### src/rtl/mem_wb_pipeline_register_if.sv
// MEM/WB stage bundle: incoming MEM-stage fields plus registered WB-stage outputs.
// Retired_Count_o exists only when WB_RETIRE_COUNT_EN is defined.
interface mem_wb_pipeline_register_if #(
    parameter int NBits       = 32,
    parameter int RegAddrBits = 5
);
    logic                   Stall_i;
    logic                   Flush_i;
    logic                   Valid_i;
    logic                   RegWrite_i;
    logic [1:0]             MemtoReg_i;
    logic [NBits-1:0]       ALU_Result_i;
    logic [NBits-1:0]       Read_Data_i;
    logic [NBits-1:0]       PC_Plus_4_i;
    logic [RegAddrBits-1:0] Write_Register_i;

    logic                   Valid_o;
    logic                   RegWrite_o;
    logic [1:0]             WB_Selector_o;
    logic [NBits-1:0]       ALU_Result_o;
    logic [NBits-1:0]       Read_Data_o;
    logic [NBits-1:0]       PC_Plus_4_o;
    logic [RegAddrBits-1:0] Write_Register_o;
    logic                   Illegal_Sel_o;
`ifdef WB_RETIRE_COUNT_EN
    logic [31:0]            Retired_Count_o;
`endif

    modport master (
        output Stall_i, Flush_i, Valid_i, RegWrite_i, MemtoReg_i,
               ALU_Result_i, Read_Data_i, PC_Plus_4_i, Write_Register_i,
        input
`ifdef WB_RETIRE_COUNT_EN
               Retired_Count_o,
`endif
               Valid_o, RegWrite_o, WB_Selector_o, ALU_Result_o, Read_Data_o,
               PC_Plus_4_o, Write_Register_o, Illegal_Sel_o
    );

    modport slave (
        input  Stall_i, Flush_i, Valid_i, RegWrite_i, MemtoReg_i,
               ALU_Result_i, Read_Data_i, PC_Plus_4_i, Write_Register_i,
        output
`ifdef WB_RETIRE_COUNT_EN
               Retired_Count_o,
`endif
               Valid_o, RegWrite_o, WB_Selector_o, ALU_Result_o, Read_Data_o,
               PC_Plus_4_o, Write_Register_o, Illegal_Sel_o
    );
endinterface

### src/rtl/mem_wb_pipeline_register.sv
// MEM/WB pipeline register with stall, flush, $zero-write suppression and illegal-selector trap.
// Optional retired-instruction counter enabled by defining WB_RETIRE_COUNT_EN.
module mem_wb_pipeline_register #(
    parameter int NBits       = 32,
    parameter int RegAddrBits = 5
) (
    input  logic clk,
    input  logic reset,
    mem_wb_pipeline_register_if.slave bus
);
    logic illegal_now;
    logic retire_now;

    // Selector code 3 is only meaningful on a real instruction; on a bubble it is loaded as-is.
    always_comb begin
        illegal_now = bus.Valid_i && (bus.MemtoReg_i == 2'd3);
        retire_now  = bus.Valid_i && !illegal_now;
    end

    always_ff @(posedge clk) begin
        if (reset) begin
            bus.Valid_o          <= 1'b0;
            bus.RegWrite_o       <= 1'b0;
            bus.WB_Selector_o    <= '0;
            bus.ALU_Result_o     <= '0;
            bus.Read_Data_o      <= '0;
            bus.PC_Plus_4_o      <= '0;
            bus.Write_Register_o <= '0;
            bus.Illegal_Sel_o    <= 1'b0;
        end else if (bus.Flush_i) begin
            bus.Valid_o          <= 1'b0;
            bus.RegWrite_o       <= 1'b0;
            bus.WB_Selector_o    <= '0;
            bus.ALU_Result_o     <= '0;
            bus.Read_Data_o      <= '0;
            bus.PC_Plus_4_o      <= '0;
            bus.Write_Register_o <= '0;
        end else if (!bus.Stall_i) begin
            bus.Valid_o          <= retire_now;
            bus.RegWrite_o       <= retire_now && bus.RegWrite_i && (bus.Write_Register_i != '0);
            bus.WB_Selector_o    <= illegal_now ? 2'd0 : bus.MemtoReg_i;
            bus.ALU_Result_o     <= bus.ALU_Result_i;
            bus.Read_Data_o      <= bus.Read_Data_i;
            bus.PC_Plus_4_o      <= bus.PC_Plus_4_i;
            bus.Write_Register_o <= bus.Write_Register_i;
            bus.Illegal_Sel_o    <= bus.Illegal_Sel_o || illegal_now;
        end
    end

`ifdef WB_RETIRE_COUNT_EN
    logic [31:0] retired_count;

    always_ff @(posedge clk) begin
        if (reset) begin
            retired_count <= '0;
        end else if (!bus.Flush_i && !bus.Stall_i && retire_now) begin
            retired_count <= retired_count + 32'd1;
        end
    end

    assign bus.Retired_Count_o = retired_count;
`endif
endmodule

### src/flat_wrapper.sv
// flat-port wrapper written by rule: the top's interface ports become plain ports
module mem_wb_pipeline_register_flat 
#(
    parameter int NBits       = 32,
    parameter int RegAddrBits = 5
)
  (clk, reset, bus_Stall_i, bus_Flush_i, bus_Valid_i, bus_RegWrite_i, bus_MemtoReg_i, bus_ALU_Result_i, bus_Read_Data_i, bus_PC_Plus_4_i, bus_Write_Register_i, bus_Valid_o, bus_RegWrite_o, bus_WB_Selector_o, bus_ALU_Result_o, bus_Read_Data_o, bus_PC_Plus_4_o, bus_Write_Register_o, bus_Illegal_Sel_o);
  mem_wb_pipeline_register_if #(.NBits(NBits), .RegAddrBits(RegAddrBits)) bus_i ();
  input  logic clk;
  input  logic reset;
  input wire logic [$bits(bus_i.Stall_i)-1:0] bus_Stall_i;
  input wire logic [$bits(bus_i.Flush_i)-1:0] bus_Flush_i;
  input wire logic [$bits(bus_i.Valid_i)-1:0] bus_Valid_i;
  input wire logic [$bits(bus_i.RegWrite_i)-1:0] bus_RegWrite_i;
  input wire logic [$bits(bus_i.MemtoReg_i)-1:0] bus_MemtoReg_i;
  input wire logic [$bits(bus_i.ALU_Result_i)-1:0] bus_ALU_Result_i;
  input wire logic [$bits(bus_i.Read_Data_i)-1:0] bus_Read_Data_i;
  input wire logic [$bits(bus_i.PC_Plus_4_i)-1:0] bus_PC_Plus_4_i;
  input wire logic [$bits(bus_i.Write_Register_i)-1:0] bus_Write_Register_i;
  output wire logic [$bits(bus_i.Valid_o)-1:0] bus_Valid_o;
  output wire logic [$bits(bus_i.RegWrite_o)-1:0] bus_RegWrite_o;
  output wire logic [$bits(bus_i.WB_Selector_o)-1:0] bus_WB_Selector_o;
  output wire logic [$bits(bus_i.ALU_Result_o)-1:0] bus_ALU_Result_o;
  output wire logic [$bits(bus_i.Read_Data_o)-1:0] bus_Read_Data_o;
  output wire logic [$bits(bus_i.PC_Plus_4_o)-1:0] bus_PC_Plus_4_o;
  output wire logic [$bits(bus_i.Write_Register_o)-1:0] bus_Write_Register_o;
  output wire logic [$bits(bus_i.Illegal_Sel_o)-1:0] bus_Illegal_Sel_o;
  assign bus_i.Stall_i = bus_Stall_i;
  assign bus_i.Flush_i = bus_Flush_i;
  assign bus_i.Valid_i = bus_Valid_i;
  assign bus_i.RegWrite_i = bus_RegWrite_i;
  assign bus_i.MemtoReg_i = bus_MemtoReg_i;
  assign bus_i.ALU_Result_i = bus_ALU_Result_i;
  assign bus_i.Read_Data_i = bus_Read_Data_i;
  assign bus_i.PC_Plus_4_i = bus_PC_Plus_4_i;
  assign bus_i.Write_Register_i = bus_Write_Register_i;
  assign bus_Valid_o = bus_i.Valid_o;
  assign bus_RegWrite_o = bus_i.RegWrite_o;
  assign bus_WB_Selector_o = bus_i.WB_Selector_o;
  assign bus_ALU_Result_o = bus_i.ALU_Result_o;
  assign bus_Read_Data_o = bus_i.Read_Data_o;
  assign bus_PC_Plus_4_o = bus_i.PC_Plus_4_o;
  assign bus_Write_Register_o = bus_i.Write_Register_o;
  assign bus_Illegal_Sel_o = bus_i.Illegal_Sel_o;
  mem_wb_pipeline_register #(.NBits(NBits), .RegAddrBits(RegAddrBits)) u_core (.clk(clk), .reset(reset), .bus(bus_i));
endmodule
### config.mk
export PLATFORM = sky130hd
export DESIGN_NAME = mem_wb_pipeline_register_flat
export DESIGN_NICKNAME = d
export VERILOG_FILES = /design/src/rtl/mem_wb_pipeline_register_if.sv /design/src/rtl/mem_wb_pipeline_register.sv /design/src/flat_wrapper.sv
export SDC_FILE = /design/constraint.sdc
export NUM_CORES = 1
export LEC_CHECK = 0
export BUFFER_PORTS_ARGS = -buffer_cell sky130_fd_sc_hd__buf_2
export CAP_MARGIN = 20
export CORE_MARGIN = 3
export CORE_UTILIZATION = 28
export CTS_CLUSTER_SIZE = 10
export DETAILED_ROUTE_END_ITERATION = 12
export MAX_ROUTING_LAYER = met4
export PLACE_DENSITY_LB_ADDON = 0.15
export SYNTH_ARGS = -nofsm -noshare
export SYNTH_HDL_FRONTEND = slang
export SYNTH_SLANG_ARGS = --single-unit
### constraint.sdc
create_clock -name clk -period 1.04 [get_ports clk]
set_input_delay 0.104 -clock clk [delete_from_list [all_inputs] [get_ports clk]]
set_output_delay 0.104 -clock clk [all_outputs]
set_load 0.02 [all_outputs]
* Word level (Yosys, flattened, before mapping)
Cells that the tools add are included.
** Storage, ports and cells
- Register bits after elaboration :: 106
- Output and inout bits :: 106
- Input bits :: 109
- Word-level logic and storage cells :: 21
** Operators by class
- Multiplexer cells :: 1
- Bitwise operators :: 2
- Reduce and logical (&&, ||, !) cells :: 9
- Equal/unequal tests :: 1
** Operators by type and width (number)
- 5-bit nonzero test :: 1
- 1-bit logical AND :: 4
- 2-bit equality test (second input constant) :: 1
- 2-bit 2-to-1 mux :: 1
- 1-bit inverter :: 2
- 2-bit AND reduction :: 1
- 2-bit OR reduction :: 1
- 1-bit logical NOT :: 1
- 1-bit logical OR :: 1

* Longest topological paths before layout
Gate-level depths: netlist of run 1.
- Depth after elaboration :: 6
- Depth in mapped cells :: 5
- Gate-level depth less buffers :: 3

* Least setup slack after synthesis of run 1
No wires, ideal clock.
- Kind :: input to register
- Start point :: input port bus_Stall_i
- End point :: register u_core.bus.PC_Plus_4_o[0] in the netlist's numbering
- Buffers on the path :: 3
- Data arrival time :: 0.778 ns
- Slack :: 0.148 ns
- Stages on the path :: 5
- Setup time :: 0.114 ns
- Required time :: 0.926 ns
- Cells stage by stage :: buf_4 buf_6 buf_4 mux2i_1 nor2_1
** RTL lines
- from (decl) :: line flat_wrapper.sv:11 : input wire logic [$bits(bus_i.Stall_i)-1:0] bus_Stall_i;
- to (signal assigned) :: line mem_wb_pipeline_register.sv:44 : bus.PC_Plus_4_o <= bus.PC_Plus_4_i;
- to (decl) :: line mem_wb_pipeline_register_if.sv:48 : PC_Plus_4_o, Write_Register_o, Illegal_Sel_o

* Final worst setup path of run 1
- Start point :: register u_core.bus.ALU_Result_o[20] in the netlist's numbering
- End point :: output port bus_ALU_Result_o[20]
** RTL lines
- from (decl) :: line mem_wb_pipeline_register_if.sv:47 : Valid_o, RegWrite_o, WB_Selector_o, ALU_Result_o, Read_Data_o,
- from (signal assigned) :: line mem_wb_pipeline_register.sv:42 : bus.ALU_Result_o <= bus.ALU_Result_i;
- to (decl) :: line flat_wrapper.sv:23 : output wire logic [$bits(bus_i.ALU_Result_o)-1:0] bus_ALU_Result_o;
No word-level cell between the ends.

==> flow_summary.json, run 1 <==
{
  "status": "finished clean",
  "syn_nets": 463,
  "slowest_delay_ps": 350,
  "cts_sinks": 106,
  "grt_usage": 0.1452,
  "grt_antenna_before_repair": 0,
  "yosysSeqAreaShare": 0.5542,
  "synth_top_area_share": 0.5542,
  "fin_area_um2": 6367,
  "core_area_um2": 13300,
  "num_antenna_cells": 0,
  "area_growth_syn_to_layout_pct": 66.31,
  "grt_pass1_wl_mm": 16.75,
  "tritoncts": "built",
  "crit_path_end_kind": "output port",
  "vdd_drop_max_v": 0.0007242,
  "grt-ovfl-total": 0,
  "utilization": 0.4789,
  "yosysUniqueCellTypes": 19,
  "cts_root_buf": "clkbuf_16",
  "dieArea_um2": 15110,
  "cellLeakagePower_nw": 3.264,
  "wl_per_cell_um": 12.76,
  "wl_mm": 10.76,
  "drc": 0,
  "tns_ps": 0,
  "port_buffers": 214,
  "cts_hold_buf": 92,
  "row_count": 42,
  "drv_cap": 0,
  "htreeDepth": 3,
  "placed_cell_area_um2": 5122,
  "drive_above_1_share": 0.3838,
  "dr.pass1.iters": 4,
  "required_ps": 940,
  "ys_top_cells_by_area": "dfxtp_1, mux2i_1, nor2_1, buf_6, nor2_2",
  "final_net_count": 772,
  "cp.buffers_inverters": 1,
  "fin_crit_sh": 0.9398,
  "path_class": "reg -> out",
  "syn-cell-area_um2": 3829,
  "switching_power_mw": 2.111,
  "final-hold-violation-count": 0,
  "syn_avg_cell_area_um2": 10.82,
  "hold_slack_ps": 11.23,
  "cp_cell_sequence": "buf_2",
  "critical_path.startpoint_type": "register",
  "syn_inst": 354,
  "start_util": 0.2880,
  "synth_top_area_cell": "dfxtp_1",
  "max_freq_mhz": 1023,
  "die_h_um": 122.9,
  "cts_made_buffers": 9,
  "critical_path.slowest_cell": "dfxtp_1",
  "drv_slew": 0,
  "synth_flop_cell": "dfxtp_1",
  "path_delay_family": "flip-flops",
  "slew_headroom": 0.8058,
  "yosysMostFrequentCell": "dfxtp_1",
  "vias_per_cell": 4.151,
  "worst_pin_slew_ps": 291.3,
  "gp_congestion": 0.7058,
  "setup_slack_ps": 62.65,
  "pwr-share-comb": 0.146,
  "rsz0062_at_grt": "no",
  "min_path_type": "in -> reg",
  "vias": 3499,
  "place_ws_ps": 3.834,
  "grt_pass1_vias": 3564,
  "die_w_um": 122.9,
  "setup_viol": 0,
  "netlist_top_cells_count": "dfxtp_1, mux2i_1, nor2_1",
  "clkPwrFrac": 0.392,
  "ys_warn_count": 0,
  "ctsResizeCount": 0,
  "seq_power_share": 0.462,
  "cts.path.max_buffers": 2,
  "clock_skew_ps": 0,
  "dpl.hpwl_mm": 7.115,
  "critPathArrivalTime_ps": 870,
  "ys_async_sr_fraction": 0,
  "detail-route-antenna-nets": 0,
  "power.density_nw_per_um2": 1446,
  "clk_pin_slew_ps": 70,
  "grt_max_degree": 64,
  "drt-initial-drc-count": 122,
  "p_int_mw": 7.095,
  "switching_share": 0.2293,
  "cp_max_fo": 2,
  "clock_latency_ps": 340,
  "fin_crit_ps": 977.3,
  "synth-seq-cells": 106,
  "post_cts_buffers": 0,
  "synth-edff-count": 0,
  "io_pins": 215
}
## final timing paths
path                                            start                                        to  slack [ps]  cells after the start
max          u_core.bus.ALU_Result_o[20]$_SDFFE_PP0N_                      bus_ALU_Result_o[20]          60                      1
min reg2reg           u_core.bus.Valid_o$_SDFFE_PP0N_           u_core.bus.Valid_o$_SDFFE_PP0N_         460                      2
min                               bus_PC_Plus_4_i[30]   u_core.bus.PC_Plus_4_o[30]$_SDFFE_PP0N_          10                      3
max reg2reg  u_core.bus.ALU_Result_o[29]$_SDFFE_PP0N_  u_core.bus.ALU_Result_o[29]$_SDFFE_PP0N_         390                      2
## per-layer routing
layer	wire length, um	track usage
met2	4948	0.2368
met5	0	-
met4	182	0.06368
met3	931	0.03888
met1	4692	0.1681
## metrics by stage
stage	cells	total power [mW]
finish	843	9.206
global route	843	9.640
CTS	843	9.361
detailed placement	736	5.423
global placement	736	5.413
floorplan	354	4.981
## cell usage in the layout, fill, tap and decap left out
| cell type | instances |
|---|---|
| buf_12 | 4 |
| nor2b_1 | 1 |
| nand3_1 | 1 |
| nand2_1 | 6 |
| clkbuf_16 | 9 |
| buf_4 | 12 |
| o31ai_1 | 1 |
| nand3b_1 | 2 |
| nor2_2 | 10 |
| buf_2 | 213 |
| buf_6 | 1 |
| clkbuf_8 | 5 |
| a22oi_1 | 1 |
| a41oi_1 | 1 |
| a21oi_1 | 2 |
| inv_1 | 1 |
| or2_4 | 1 |
| nor2_1 | 95 |
| dlygate4sd3_1 | 92 |
| dfxtp_1 | 106 |
| mux2i_1 | 101 |
| bufinv_16 | 1 |
| or4_1 | 1 |
## power by group through the flow
| stage | clock [mW] | combinational [mW] | sequential (mW) |
|---|---|---|---|
| 2_1_floorplan | 0 | 0.472 | 4.51 |
| 6_report | 3.61 | 1.34 | 4.26 |
| 4_1_cts | 3.76 | 1.34 | 4.25 |
| 3_5_place_dp | 0 | 1.08 | 4.35 |
| 3_3_place_gp | 0 | 1.07 | 4.35 |
| 5_1_grt | 3.91 | 1.47 | 4.27 |
## flip-flops by register name, summed over array words and instances, names as in the netlist
register / cells
u_core.bus.Illegal_Sel_o: 1
u_core.bus.ALU_Result_o: 32
u_core.bus.WB_Selector_o: 2
u_core.bus.Write_Register_o: 5
u_core.bus.Read_Data_o: 32
u_core.bus.RegWrite_o: 1
u_core.bus.PC_Plus_4_o: 32
u_core.bus.Valid_o: 1
## kinds of logic (layout without fill, tap and decap cells)
group,Yosys count,after routing,synth area share
flip-flops,106,106,0.5542
multiplexers,101,101,0.2641
AO/OA/AOI/OAI,5,5,0.008826
AND/OR/NAND/NOR,117,117,0.1258
buffers and inverters,25,338,0.04706
## final cells by class
type	instances	area, um2
timing repair buffer	322	2168
inverter	1	3.754
fill	1223	6928
clock inverter	1	30.03
clock buffer	14	294.0
multi-input combinational	223	1529
sequential	106	2122
tap	176	220.2
Power figures use the tool's default switching activity.
==> run 2: changes to the inputs <==
CORE_ASPECT_RATIO = 0.6   (was not set)
clock period = 1.1 ns   (was 1.04 ns; I/O delays follow)
==> flow_summary.json, run 2 (synthesis gave the netlist of run 1 again) <==
{
  "setup_slack_ps": 130.5,
  "most-common-layout-cells": "buf_2, dfxtp_1, mux2i_1, nor2_1, dlygate4sd3_1",
  "place_ws_ps": 21.46,
  "final_cell_count_no_fill": 797,
  "htreeDepth": 3,
  "grt_max_degree": 71,
  "drt-initial-drc-count": 88,
  "critical_path.startpoint_type": "register",
  "worst_pin_slew_ps": 315.6,
  "ctsResizeCount": 0,
  "rr_worst_depth": 2,
  "cp_cell_sequence": "buf_2",
  "critPathArrivalTime_ps": 860,
  "vias_per_cell": 4.255,
  "rsz0062_at_grt": "no",
  "min_path_type": "in -> reg",
  "tns_ps": 0,
  "drive_above_1_share": 0.3987,
  "die_h_um": 96.58,
  "cts_sinks": 106,
  "port_buffers": 214,
  "cp_max_fo": 2,
  "dieArea_um2": 15160,
  "slew_headroom": 0.7896,
  "cts.path.max_buffers": 2,
  "cts_root_buf": "clkbuf_16",
  "area_growth_syn_to_layout_pct": 54.90,
  "grt_usage": 0.1338,
  "gp_congestion": 0.7094,
  "power.density_nw_per_um2": 1388,
  "min_to": "u_core.bus.ALU_Result_o[20]$_SDFFE_PP0N_",
  "fin_crit_sh": 0.8813,
  "die_w_um": 157.0,
  "vdd_drop_max_v": 0.0008275,
  "grt_pass1_vias": 3243,
  "placedCellCount": 723,
  "drc": 0,
  "dpl.hpwl_mm": 7.451,
  "core_area_um2": 13090,
  "num_antenna_cells": 0,
  "path_delay_family": "flip-flops",
  "clock_latency_ps": 340,
  "cellLeakagePower_nw": 3.073,
  "row_count": 32,
  "max_freq_mhz": 1032,
  "path_depth": 1,
  "post_cts_buffers": 0,
  "final_common_cell": "buf_2",
  "status": "finished clean",
  "final_net_count": 731,
  "tritoncts": "built",
  "top_regs": "u_core.bus.ALU_Result_o x32, u_core.bus.PC_Plus_4_o x32, u_core.bus.Read_Data_o x32",
  "wl_mm": 10.72,
  "dr.pass1.iters": 4,
  "setup_viol": 0,
  "wl_per_cell_um": 13.45,
  "grt-ovfl-total": 0,
  "reg2reg_to": "u_core.bus.ALU_Result_o[27]$_SDFFE_PP0N_",
  "grt_pass1_wl_mm": 15.86,
  "hold_slack_ps": 5.024,
  "whs_path_depth": 3,
  "grt_antenna_before_repair": 0,
  "slowest_delay_ps": 350,
  "fin_crit_ps": 969.5,
  "path_class": "reg -> out",
  "required_ps": 990,
  "cp.buffers_inverters": 1,
  "r2r-start": "u_core.bus.ALU_Result_o[27]$_SDFFE_PP0N_",
  "clk_pin_slew_ps": 80,
  "detail-route-antenna-nets": 0,
  "crit_path_end_kind": "output port",
  "final-hold-violation-count": 0,
  "io_pins": 215,
  "cts_made_buffers": 9,
  "start_util": 0.2924,
  "critical_path.slowest_cell": "dfxtp_1",
  "hp-start": "bus_ALU_Result_i[20]",
  "clock_skew_ps": 0,
  "vias": 3391,
  "drv_cap": 0,
  "drv_slew": 0,
  "r2r_setup_slack_ps": 450
}
## run 2: cell type report
| class | instances | area [um2] |
|---|---|---|
| multi-input cells | 223 | 1529 |
| flip-flops and latches | 106 | 2122 |
| inverters | 1 | 3.754 |
| well taps | 170 | 212.7 |
| repair buffers | 281 | 1788 |
| clock buffers | 9 | 225.2 |
| clock inverters | 7 | 50.05 |
| fillers | 1270 | 7162 |
## run 2: where the power goes
part,internal (mW),leakage [nW],switching [mW]
logic,0.592,2.07,0.574
clock network,1.56,0.141,1.49
registers,3.96,0.864,0.0596
total,6.11,3.07,2.12
## run 2: per-stage QoR
step | util | total power [mW] | cell area [um2]
after CTS | 0.4522 | 8.379 | 5921
after detailed placement | 0.3876 | 5.121 | 5075
final | 0.4530 | 8.234 | 5931
after floorplan | - | 4.709 | 3829
after global routing | 0.4530 | 8.621 | 5931
after global placement | 0.3876 | 5.102 | 5075
## run 2: repair_timing
| action | CTS | global route |
|---|---|---|
| hold buffers | 57 | 1 |
| endpoints found under the setup margin | 0 | 0 |
| endpoints found under the hold margin | 57 | 1 |
## run 2: worst max path at each step
| stage | start | end | slack, ps |
|---|---|---|---|
| after detailed placement | bus_Write_Register_i[1] | u_core.bus.RegWrite_o$_SDFFE_PP0N_ | 20 |
| final | u_core.bus.Read_Data_o[3]$_SDFFE_PP0N_ | bus_Read_Data_o[3] | 130 |
| after global routing | u_core.bus.Read_Data_o[6]$_SDFFE_PP0N_ | bus_Read_Data_o[6] | 70 |
| after floorplan | bus_Stall_i | u_core.bus.PC_Plus_4_o[0]$_SDFFE_PP0N_ | 200 |
| after CTS | u_core.bus.ALU_Result_o[24]$_SDFFE_PP0N_ | bus_ALU_Result_o[24] | 110 |
| after global placement | bus_Write_Register_i[1] | u_core.bus.RegWrite_o$_SDFFE_PP0N_ | 40 |
## run 2: routing by layer
layer,part of all wire,track usage,vias up
li1,-,-,1700
met1,0.46,0.1659,1559
met2,0.47,0.2154,118
met3,0.066,0.03783,14
met4,0.011,0.03860,0
met5,0,-,-
==> run 3: changes to the inputs <==
BUFFER_PORTS_ARGS = -buffer_cell sky130_fd_sc_hd__clkbuf_2   (was -buffer_cell sky130_fd_sc_hd__buf_2)
==> flow_summary.json, run 3 (synthesis gave the netlist of run 1 again) <==
{
  "status": "finished clean",
  "die_w_um": 157.0,
  "clk_pin_slew_ps": 70,
  "path_depth": 1,
  "switching_power_mw": 1.974,
  "cts_sinks": 106,
  "clock_latency_ps": 330,
  "detail-route-antenna-nets": 0,
  "cp_cell_sequence": "clkbuf_2",
  "slowest_delay_ps": 350,
  "start_util": 0.2924,
  "dieArea_um2": 15160,
  "grt_antenna_before_repair": 0,
  "power.density_nw_per_um2": 1418,
  "row_count": 32,
  "drt-initial-drc-count": 108,
  "max_freq_mhz": 1011,
  "cellLeakagePower_nw": 2.947,
  "drv_slew": 0,
  "final_cell_count_no_fill": 783,
  "cts_root_buf": "clkbuf_16",
  "vdd_drop_max_v": 0.0007625,
  "wl_per_cell_um": 12.87,
  "fin_crit_ps": 988.9,
  "cp.buffers_inverters": 1,
  "drive_above_1_share": 0.3964,
  "drt-met1-wl_mm": 4.571,
  "wl_met3_um": 735,
  "startpoint": "u_core.bus.PC_Plus_4_o[17]$_SDFFE_PP0N_",
  "wl_mm": 10.08,
  "grt_max_degree": 61,
  "grt-ovfl-total": 0,
  "grt_usage": 0.1320,
  "clkPwrFrac": 0.377,
  "nFillCells": 1279,
  "hp-start": "bus_ALU_Result_i[10]",
  "htreeDepth": 3,
  "required_ps": 990,
  "num_antenna_cells": 0,
  "slew_headroom": 0.7951,
  "dr.pass1.iters": 4,
  "top_regs": "u_core.bus.ALU_Result_o x32, u_core.bus.PC_Plus_4_o x32, u_core.bus.Read_Data_o x32",
  "switching_share": 0.2392,
  "drc": 0,
  "crit_path_end_kind": "output port",
  "min_path_type": "in -> reg",
  "critPathArrivalTime_ps": 880,
  "die_h_um": 96.58,
  "core_area_um2": 13090,
  "ctsResizeCount": 0,
  "vias_per_cell": 4.206,
  "grt_pass1_vias": 3265,
  "critical_path.startpoint_type": "register",
  "final-hold-violation-count": 0,
  "tritoncts": "built",
  "setup_viol": 0,
  "area_growth_syn_to_layout_pct": 52.06,
  "r2r-start": "u_core.bus.Illegal_Sel_o$_SDFFE_PP0P_",
  "multiInputGateArea_um2": 1529,
  "final_net_count": 718,
  "clock_skew_ps": 0,
  "regArea_um2": 2122,
  "rr_worst_depth": 2,
  "cts.path.max_buffers": 2,
  "fin_crit_sh": 0.8990,
  "path_delay_family": "flip-flops",
  "worst_pin_slew_ps": 307.3,
  "whs_path_depth": 3,
  "pwr-share-comb": 0.135,
  "cts_made_buffers": 9,
  "port_buffers": 214,
  "cp_max_fo": 2,
  "topRoutingLayerUsed": "met4",
  "rsz0062_at_grt": "no",
  "most-common-layout-cells": "clkbuf_2, dfxtp_1, mux2i_1, nor2_1, dlygate4sd3_1",
  "p_int_mw": 6.281,
  "dpl.hpwl_mm": 7.396,
  "drv_cap": 0,
  "path_class": "reg -> out",
  "gp_congestion": 0.7421,
  "io_pins": 215,
  "placedCellCount": 719,
  "grt_pass1_wl_mm": 15.69,
  "final_common_cell": "clkbuf_2",
  "seq_power_share": 0.488,
  "wl_met2_mm": 4.692,
  "tns_ps": 0,
  "critical_path.slowest_cell": "dfxtp_1",
  "vias": 3293
}
==> run 3: changes by cell type in the layout (fill, tap and decap cells not counted), moves of 3 or more <==
cell / before / now
buf_2: 213 / 0
buf_4: 4 / 0
clkbuf_2: 0 / 213
clkinv_2: 3 / 0
dlygate4sd3_1: 58 / 49
inv_6: 4 / 0
==> run 3: through the flow <==
stage | hold WS [ps] | util | total power [mW] | cell area, um2 | worst slack [ps]
2_1_floorplan | 182.4 | - | 4.709 | 3829 | 201.6
3_3_place_gp | 315.7 | 0.3853 | 5.088 | 5045 | 43.65
3_5_place_dp | 321.6 | 0.3853 | 5.106 | 5045 | 25.72
4_1_cts | 0.05904 | 0.4447 | 8.432 | 5822 | 87.87
5_1_grt | 5.028 | 0.4447 | 8.681 | 5822 | 65.97
6_report | 13.56 | 0.4447 | 8.256 | 5822 | 111.1
==> run 3: area by class of cell <==
cell class	instances	area share
Clock buffer	11	0.03997
Clock inverter	4	0.009241
Inverter	1	0.0006447
Multi-Input combinational cell	223	0.2626
Sequential cell	106	0.3645
Tap cell	170	0.03654
Timing Repair Buffer	268	0.2865
==> run 3: repair_timing <==
item                      CTS  global route
hold endpoints to repair   49             0
hold buffers               49             0
setup buffers               0             0
==> run 3: power by group through the flow <==
stage / Sequential [mW] / Clock [mW] / Combinational (mW)
detailed placement: 4.11 / 0 / 0.993
finish: 4.03 / 3.11 / 1.12
global route: 4.04 / 3.41 / 1.23
floorplan: 4.26 / 0 / 0.446
CTS: 4.03 / 3.27 / 1.13
global placement: 4.11 / 0 / 0.979
==> run 3: path summary, 6_finish.rpt <==
path                                                   end  slack (ps)
setup / recovery                       bus_PC_Plus_4_o[17]         110
hold / removal    u_core.bus.ALU_Result_o[10]$_SDFFE_PP0N_          10
setup reg to reg     u_core.bus.Illegal_Sel_o$_SDFFE_PP0P_         430
hold reg to reg            u_core.bus.Valid_o$_SDFFE_PP0N_         470
==> run 3: layer usage <==
| layer | vias to the layer above | global-route usage |
|---|---|---|
| met1 | 1503 | 0.1595 |
| met5 | - | - |
| met2 | 105 | 0.2140 |
| met4 | 0 | 0.03714 |
| met3 | 7 | 0.04272 |
| li1 | 1678 | - |
